`config.mk`:
```
export PLATFORM = sky130hd
export DESIGN_NAME = noc_node_ni
export DESIGN_NICKNAME = d
export VERILOG_FILES = /design/src/rtl/noc_pkg.sv /design/src/rtl/ni_fifo.sv /design/src/rtl/noc_node_ni.sv
export SDC_FILE = /design/constraint.sdc
export NUM_CORES = 1
export LEC_CHECK = 0
export BUFFER_PORTS_ARGS = -buffer_cell sky130_fd_sc_hd__buf_4
export CAP_MARGIN = 25
export CORE_MARGIN = 1.5
export CORE_UTILIZATION = 30
export DETAILED_ROUTE_END_ITERATION = 7
export PLACE_DENSITY = 0.55
export SLEW_MARGIN = 10
export SYNTH_ARGS = -nofsm -noshare
export SYNTH_HDL_FRONTEND = slang
export SYNTH_SLANG_ARGS = --single-unit
```
`constraint.sdc`:
```
create_clock -name clk -period 7.2 [get_ports clk]
set_input_delay 0.72 -clock clk [delete_from_list [all_inputs] [get_ports clk]]
set_output_delay 0.72 -clock clk [all_outputs]
set_load 0.05 [all_outputs]
```
`src/rtl/noc_pkg.sv`:
```
// Shared constants for the NoC node network interface.
package noc_pkg;

   localparam int unsigned FLIT_W_DEF    = 20;

   // Destination field sits at the top of the flit: {dst_cluster, dst_local}
   localparam int unsigned DST_CLUSTER_W = 2;
   localparam int unsigned DST_LOCAL_W   = 2;
   localparam int unsigned DST_W         = DST_CLUSTER_W + DST_LOCAL_W;

   // Sticky error flag bit positions
   localparam int unsigned ERR_W         = 3;
   localparam int unsigned ERR_EJ_OVF    = 0;
   localparam int unsigned ERR_CRED_OVF  = 1;
   localparam int unsigned ERR_MISROUTE  = 2;

endpackage

```
`src/rtl/ni_fifo.sv`:
```
// Synchronous first-word-fall-through FIFO; a push at full is accepted when a pop
// happens in the same cycle.
module ni_fifo #(
   parameter int unsigned WIDTH = 20,
   parameter int unsigned DEPTH = 4
) (
   input  logic             clk,
   input  logic             rst,
   input  logic             push,
   input  logic [WIDTH-1:0] wdata,
   input  logic             pop,
   output logic [WIDTH-1:0] rdata,
   output logic             full,
   output logic             empty
);

   localparam int unsigned AW = (DEPTH > 1) ? $clog2(DEPTH) : 1;
   localparam int unsigned CW = $clog2(DEPTH + 1);

   logic [WIDTH-1:0] mem [DEPTH];
   logic [AW-1:0]    wr_ptr;
   logic [AW-1:0]    rd_ptr;
   logic [CW-1:0]    count;
   logic             wr_en;
   logic             rd_en;

   assign full  = (count == CW'(DEPTH));
   assign empty = (count == '0);
   assign wr_en = push && (!full || pop);
   assign rd_en = pop && !empty;
   assign rdata = mem[rd_ptr];

   // Storage, pointers and occupancy; storage is cleared so the head reads zero out of reset
   always_ff @(posedge clk) begin
      if (rst) begin
         wr_ptr <= '0;
         rd_ptr <= '0;
         count  <= '0;
         for (int i = 0; i < int'(DEPTH); i++) mem[i] <= '0;
      end else begin
         if (wr_en) begin
            mem[wr_ptr] <= wdata;
            wr_ptr      <= (wr_ptr == AW'(DEPTH - 1)) ? '0 : wr_ptr + AW'(1);
         end
         if (rd_en) begin
            rd_ptr <= (rd_ptr == AW'(DEPTH - 1)) ? '0 : rd_ptr + AW'(1);
         end
         case ({wr_en, rd_en})
            2'b10:   count <= count + CW'(1);
            2'b01:   count <= count - CW'(1);
            default: count <= count;
         endcase
      end
   end

endmodule

```
`src/rtl/noc_node_ni.sv`:
```
// Network interface between a router local port and its PE: credit-gated injection,
// ejection buffering with credit return, traffic counters and sticky error flags.
// Optional feature: define NI_DEST_CHECK_EN to drop and flag misrouted ejected flits.
module noc_node_ni
   import noc_pkg::*;
#(
   parameter int unsigned FLIT_W    = FLIT_W_DEF,
   parameter int unsigned INJ_DEPTH = 4,
   parameter int unsigned EJ_DEPTH  = 4,
   parameter int unsigned CREDITS   = 4,
   parameter int unsigned CNT_W     = 16
) (
   input  logic              clk,
   input  logic              rst,
   input  logic [1:0]        my_cluster,
   input  logic [1:0]        my_local,
   input  logic [FLIT_W-1:0] pe_tx_data,
   input  logic              pe_tx_valid,
   output logic              pe_tx_ready,
   output logic [FLIT_W-1:0] rtr_in_data,
   output logic              rtr_in_valid,
   input  logic              rtr_credit_in,
   input  logic [FLIT_W-1:0] rtr_out_data,
   input  logic              rtr_out_valid,
   output logic              rtr_credit_out,
   output logic [FLIT_W-1:0] pe_rx_data,
   output logic              pe_rx_valid,
   input  logic              pe_rx_ready,
   output logic [CNT_W-1:0]  tx_count,
   output logic [CNT_W-1:0]  rx_count,
   output logic [ERR_W-1:0]  err
);

   localparam int unsigned CRW = $clog2(CREDITS + 1);
   localparam int unsigned PW  = $clog2(EJ_DEPTH + 4);

   // ---------------- injection path ----------------
   logic              inj_full;
   logic              inj_empty;
   logic              inj_push;
   logic              inj_pop;
   logic [FLIT_W-1:0] inj_head;
   logic              pe_acc;
   logic              have_credit;
   logic              send;
   logic              bypass;
   logic [FLIT_W-1:0] send_data;
   logic [CRW-1:0]    credit_cnt;
   logic              cred_ovf;

   assign pe_tx_ready = !inj_full;
   assign pe_acc      = pe_tx_valid && !inj_full;
   assign have_credit = (credit_cnt != '0);
   // An empty FIFO lets an accepted flit go straight to the router in the same cycle
   assign send        = have_credit && (!inj_empty || pe_acc);
   assign bypass      = send && inj_empty;
   assign inj_push    = pe_acc && !bypass;
   assign inj_pop     = send && !inj_empty;
   assign send_data   = inj_empty ? pe_tx_data : inj_head;
   assign cred_ovf    = rtr_credit_in && !send && (credit_cnt == CRW'(CREDITS));

   ni_fifo #(.WIDTH(FLIT_W), .DEPTH(INJ_DEPTH)) u_inj_fifo (
      .clk   (clk),
      .rst   (rst),
      .push  (inj_push),
      .wdata (pe_tx_data),
      .pop   (inj_pop),
      .rdata (inj_head),
      .full  (inj_full),
      .empty (inj_empty)
   );

   // Send credit tracking; a credit arriving when already full is ignored
   always_ff @(posedge clk) begin
      if (rst) begin
         credit_cnt <= CRW'(CREDITS);
      end else begin
         case ({send, rtr_credit_in})
            2'b10:   credit_cnt <= credit_cnt - CRW'(1);
            2'b01:   if (!cred_ovf) credit_cnt <= credit_cnt + CRW'(1);
            default: credit_cnt <= credit_cnt;
         endcase
      end
   end

   // Registered send strobe, flit and transmit counter
   always_ff @(posedge clk) begin
      if (rst) begin
         rtr_in_valid <= 1'b0;
         rtr_in_data  <= '0;
         tx_count     <= '0;
      end else begin
         rtr_in_valid <= send;
         if (send) begin
            rtr_in_data <= send_data;
            tx_count    <= tx_count + CNT_W'(1);
         end
      end
   end

   // ---------------- ejection path ----------------
   logic              ej_full;
   logic              ej_empty;
   logic              ej_push;
   logic              ej_pop;
   logic              ej_ovf;
   logic              dest_ok;
   logic              misroute;
   logic [PW-1:0]     credit_pending;
   logic [PW-1:0]     credit_sum;
   logic              credit_fire;

`ifdef NI_DEST_CHECK_EN
   assign dest_ok  = (rtr_out_data[FLIT_W-1 -: DST_W] == {my_cluster, my_local});
   assign misroute = rtr_out_valid && !dest_ok;
`else
   logic unused_addr;
   assign unused_addr = ^{my_cluster, my_local};
   assign dest_ok     = 1'b1;
   assign misroute    = 1'b0;
`endif

   assign pe_rx_valid = !ej_empty;
   assign ej_pop      = !ej_empty && pe_rx_ready;
   assign ej_push     = rtr_out_valid && dest_ok;
   assign ej_ovf      = ej_push && ej_full && !ej_pop;

   ni_fifo #(.WIDTH(FLIT_W), .DEPTH(EJ_DEPTH)) u_ej_fifo (
      .clk   (clk),
      .rst   (rst),
      .push  (ej_push),
      .wdata (rtr_out_data),
      .pop   (ej_pop),
      .rdata (pe_rx_data),
      .full  (ej_full),
      .empty (ej_empty)
   );

   // Credits owed this cycle include new ones, so a pop with nothing pending pulses next cycle
   assign credit_sum  = credit_pending + PW'(ej_pop) + PW'(misroute);
   assign credit_fire = (credit_sum != '0);

   // Credit return: at most one pulse per cycle, surplus drains on later cycles
   always_ff @(posedge clk) begin
      if (rst) begin
         credit_pending <= '0;
         rtr_credit_out <= 1'b0;
      end else begin
         credit_pending <= credit_sum - PW'(credit_fire);
         rtr_credit_out <= credit_fire;
      end
   end

   // Delivered-flit counter
   always_ff @(posedge clk) begin
      if (rst) begin
         rx_count <= '0;
      end else if (ej_pop) begin
         rx_count <= rx_count + CNT_W'(1);
      end
   end

   // Sticky protocol error flags
   always_ff @(posedge clk) begin
      if (rst) begin
         err <= '0;
      end else begin
         if (ej_ovf)   err[ERR_EJ_OVF]   <= 1'b1;
         if (cred_ovf) err[ERR_CRED_OVF] <= 1'b1;
         if (misroute) err[ERR_MISROUTE] <= 1'b1;
      end
   end

endmodule

```
# Yosys cells after proc, flatten, opt, wreduce, memory -nomap -nowiden
# Memories as Yosys holds them, arrays and structs flattened. A register that Yosys moved wholly into a read port is not among the register bits.
# Cells that the tools add are included.
# Widths: inputs -> output; s select.
# word_totals
regBits	76
mem_bits_rw	160
wordCells	106
mem_count	2
# mem_list
name	words	word_bits	rd	rd_clocked_by_memory_dff	wr	line_no	rtl
u_ej_fifo.mem	4	20	1	1	4	ni_fifo.sv:20	logic [WIDTH-1:0] mem [DEPTH];
u_inj_fifo.mem	4	20	1	1	4	ni_fifo.sv:20	
# classes
addsub	14
eq_ne	14
mux	27
reduce_logical	34
# op_table
operator	count
$mux 20	3
$reduce_or 20->1	2
$add 16x1->16 const B	2
$mux 2	10
$pmux 3 s2	3
$eq 2x2->1 const B	7
$logic_and 1x1->1	14
$mux 1	10
$add 3x1->3 const B	3
$eq 3x3->1 const B	3
$sub 3x1->3 const B	3
$add 2x1->2 const B	4
$logic_not 1->1	7
$eq 2x1->1 const B	3
$logic_not 3->1	2
$reduce_bool 2->1	3
$reduce_bool 3->1	2
$add 3x1->3	1
$logic_or 1x1->1	3
$mux 3	1
$sub 3x1->3	1
$ne 2x2->1 const B	1
$reduce_and 2->1	1

# Logic depth before layout (Yosys ltp)
# depth
ltp_word	14
ltp_mapped	11
depth_no_buf	10

# By module
# From an unflattened synthesis, not the netlist that was laid out.
# unflattened
cells_unflattened	817
hier_area_um2	10726.5
# by_module_without_submodules
mod	n_inst	cells_each	area_each_um2	seq_area_each_um2
ni_fifo	2	248	3910.0	2582.5
noc_node_ni	1	321	2906.5	1241.2

# Worst setup path after synthesis
# No wires, ideal clock.
# synth_path
path_type	input port to flip-flop
from	input port pe_rx_ready
to	memory u_ej_fifo.mem[3][0], enable pin
setup_ns	0.425
arrival_time_ns	2.443
t_required_ns	6.775
setup_slack_ns	4.332
stages	3
path_buffers	0
path_cell_list	or4b_1 nand2_1 o21ai_0
# synth_lines
element	line_no	rtl
from (decl)	noc_node_ni.sv:28	input logic pe_rx_ready,
to (decl)	ni_fifo.sv:20	

==> results.toml <==
[outcome]
status = "completed"

[clock_network]
cts.sinks = 240
clk_pin_slew_worst_paths_ns = 0.06
ctsLongestPathBuffers = 3
cts_tree = "yes"
cts_htree_levels = 1
numCtsBuffers = 28
cts_setup_buffers = 0
root_buffer = "clkbuf_16"
cts_hold_buffers = 0
ctsResizeCount = 0
insertion_delay_ns = 0.54

[worst_setup_path]
critPathMaxStageDelay_ns = 0.86
startpoint_type = "flop"
cp_num_cells = 4
cp_max_fo = 23
reg2reg_setup_slack_ns = 3.59
slowest_stage = "o311a_1"
critical_path.cell_chain = "nor4_1 -> o311a_1 -> and3b_1 -> or2_2"
cp-end-kind = "flop"
arrival_ns = 3.77
path_class = "reg2reg"
reg2regPathDepth = 4
worstPathBufferInverterCount = 0
cp_top_family = "simple AND/OR/NAND/NOR gates"
required_ns = 7.36

[final_layout]
fillers = 3352
nets = 1005
multi_input_area_um2 = 3940
instances_no_fill = 1417
layout-drive-gt1-share = 0.258
seqCellArea_um2 = 6410
syn2layout_area_growth_pct = 23.2
final_util = 0.378
antenna_cells = 0
stdcell_area_um2 = 13100

[timing]
drv_slew = 0
fin_crit_sh = 0.501
tightest_slew_ns = 0.979
setup-tns-final_ns = 0
rsz0062_at_grt = "false"
fin_skew_ns = 0.0218
clock.fmax_mhz = 277
min_period_ns = 3.61
setup_viol = 0
relSlewSlack = 0.347
hold_viol = 0
fin_ws_ns = 3.59
holdWs_ns = 0.454

[logic_synthesis]
synth_edf_count = 160
synth_top_area_frac = 0.452
synthCells = 823
synthArstFlopShare = 0
yosys_register_bits = 240
synth_fp_nets = 888
syn_area_per_cell_um2 = 12.9
ys.flop_type = "edfxtp_1"
synthTopCellsByCount = "and2_1, edfxtp_1, dfxtp_1, nor2_1, nand2_1"
synthTopCellsByArea = "edfxtp_1, dfxtp_1, and2_1"
synth_warnings = 0
synth_top_cell_by_area = "edfxtp_1"
netlist_area_um2 = 10600
seq_area_frac_synth = 0.602
yosysMostFrequentCell = "and2_1"
synth_cell_types = 56

[global_routing]
grt_pass1_vias = 6644
grt_pass1_wl_mm = 38.3
gr-total-overflow = 0
track_usage = 0.135
antenna_found_initial = 0
grt_max_degree = 49

[place]
place.gp.congestion = 0.690
portBuffers = 123
dp_hpwl_mm = 15.1
dp.cells = 1364
placed_area_um2 = 12000
dp_slack_ns = 3.08

[floorplan]
ios = 129
die-area_um2 = 36600
initial_utilization = 0.306
num_rows = 68
coreArea_um2 = 34700
die_w_um = 191
die_y_um = 191

[pwr]
ir_worst_vdd_mv = 0.231
clock_power_share = 0.343
switching_share = 0.327
finalPower_mw = 4.88
internal_power_mw = 3.28
p_per_area_nw_per_um2 = 372
comb_power_share = 0.291
p_sw_mw = 1.60
leakage_nw = 4.94
p_seq_frac = 0.367

[hold_path]
holdPathStages = 3
min_path_type = "in2reg"

[drt]
ant_nets = 0
num_vias = 6665
first_pass_iters = 4
wl_per_cell_um = 17.4
drt_wl_total_mm = 24.7
drc = 0
viasPerCell = 4.70
drt_iter0_drc = 307

[job]
drv_cap = 0
power groups by stage:
stage	Clock [mW]	Sequential, mW	Combinational, mW
finish	1.67	1.79	1.42
global route	1.76	1.81	1.55
CTS	1.71	1.79	1.43
detailed placement	0	1.82	1.43
global placement	0	1.82	1.40
floorplan	0	1.97	0.869
cells by family (layout without fill, tap and decap cells):
group / Yosys count / count (layout) / synth area share
buffers and inverters: 64 / 203 / 0.0296
adders and majority gates: 15 / 15 / 0.0198
DFF: 240 / 240 / 0.602
AOI/OAI and AO/OA: 89 / 89 / 0.0526
and+or+nand+nor: 348 / 348 / 0.189
other: 1 / 1 / 0.000353
xor gates and xnor gates: 24 / 24 / 0.0198
muxes: 42 / 42 / 0.0870
path summary, 6_finish.rpt:
path | start | endpoint
worst max-delay path | u_inj_fifo.count[2] | u_inj_fifo.mem[2][0]
worst min-delay path | rtr_out_valid | err[0]
worst max register to register | u_inj_fifo.count[2] | u_inj_fifo.mem[2][0]
worst min register to register | u_ej_fifo.rd_ptr[1] | u_ej_fifo.rd_ptr[1]
worst reg2reg max path, stage by stage, from the launching register on:
cell     delay [ns]
dfxtp_1        0.39
nor4_1         0.46
o311a_1        0.86
and3b_1        0.86
or2_2          0.65
layer usage:
layer | routed length [µm] | GRT usage | vias to the layer above
met3 | 1460 | 0.0268 | 32
met2 | 12200 | 0.236 | 164
met4 | 385 | 0.0309 | 0
met5 | 0 | 0 | -
met1 | 10600 | 0.170 | 3257
li1 | - | - | 3212
flip-flops by register name, summed over array words and instances (netlist names), named ones only:
register	flops
u_inj_fifo.rd_ptr	2
rtr_in_valid	1
rx_count	16
u_ej_fifo.count	3
u_inj_fifo.count	3
rtr_credit_out	1
u_ej_fifo.mem	80
u_ej_fifo.wr_ptr	2
tx_count	16
rtr_in_data	20
err	2
u_inj_fifo.mem	80
u_inj_fifo.wr_ptr	2
u_ej_fifo.rd_ptr	2
credit_cnt	3
credit_pending	3
layout make-up:
class                      instances  share of cell area
sequential                       240               0.489
inverter                          17             0.00487
clock inverter                    16              0.0236
timing repair buffer             134              0.0779
tap                              455              0.0434
clock buffer                      36              0.0612
multi-input combinational        519               0.300
cells in the final DEF (no fill, tap or decap), types with 3 or more instances in the layout:
| cell | netlist | layout |
|---|---|---|
| and2_1 | 161 | 161 |
| edfxtp_1 | 160 | 160 |
| buf_4 | 3 | 132 |
| dfxtp_1 | 80 | 80 |
| nor2_1 | 54 | 53 |
| nand2_1 | 43 | 43 |
| a21oi_1 | 42 | 42 |
| mux4_2 | 40 | 40 |
| clkbuf_16 | 0 | 29 |
| inv_1 | 17 | 17 |
| a211oi_1 | 15 | 15 |
| or3_1 | 14 | 14 |
| nor3_1 | 13 | 13 |
| xnor2_1 | 13 | 13 |
| ha_1 | 12 | 12 |
| o21ai_0 | 13 | 11 |
| xor2_1 | 11 | 11 |
| nand3_1 | 11 | 11 |
| nand4_1 | 9 | 9 |
| bufinv_16 | 0 | 9 |
| nor4_1 | 8 | 7 |
| or2_2 | 6 | 6 |
| clkbuf_8 | 0 | 5 |
| o31ai_1 | 4 | 4 |
| o22ai_1 | 4 | 4 |
| or4_1 | 4 | 4 |
| nor4_2 | 2 | 3 |
| and3b_1 | 3 | 3 |
| and3_1 | 3 | 3 |
| fa_1 | 3 | 3 |
| clkinv_1 | 0 | 3 |
Note: power is estimated with default switching activity, not from simulation.
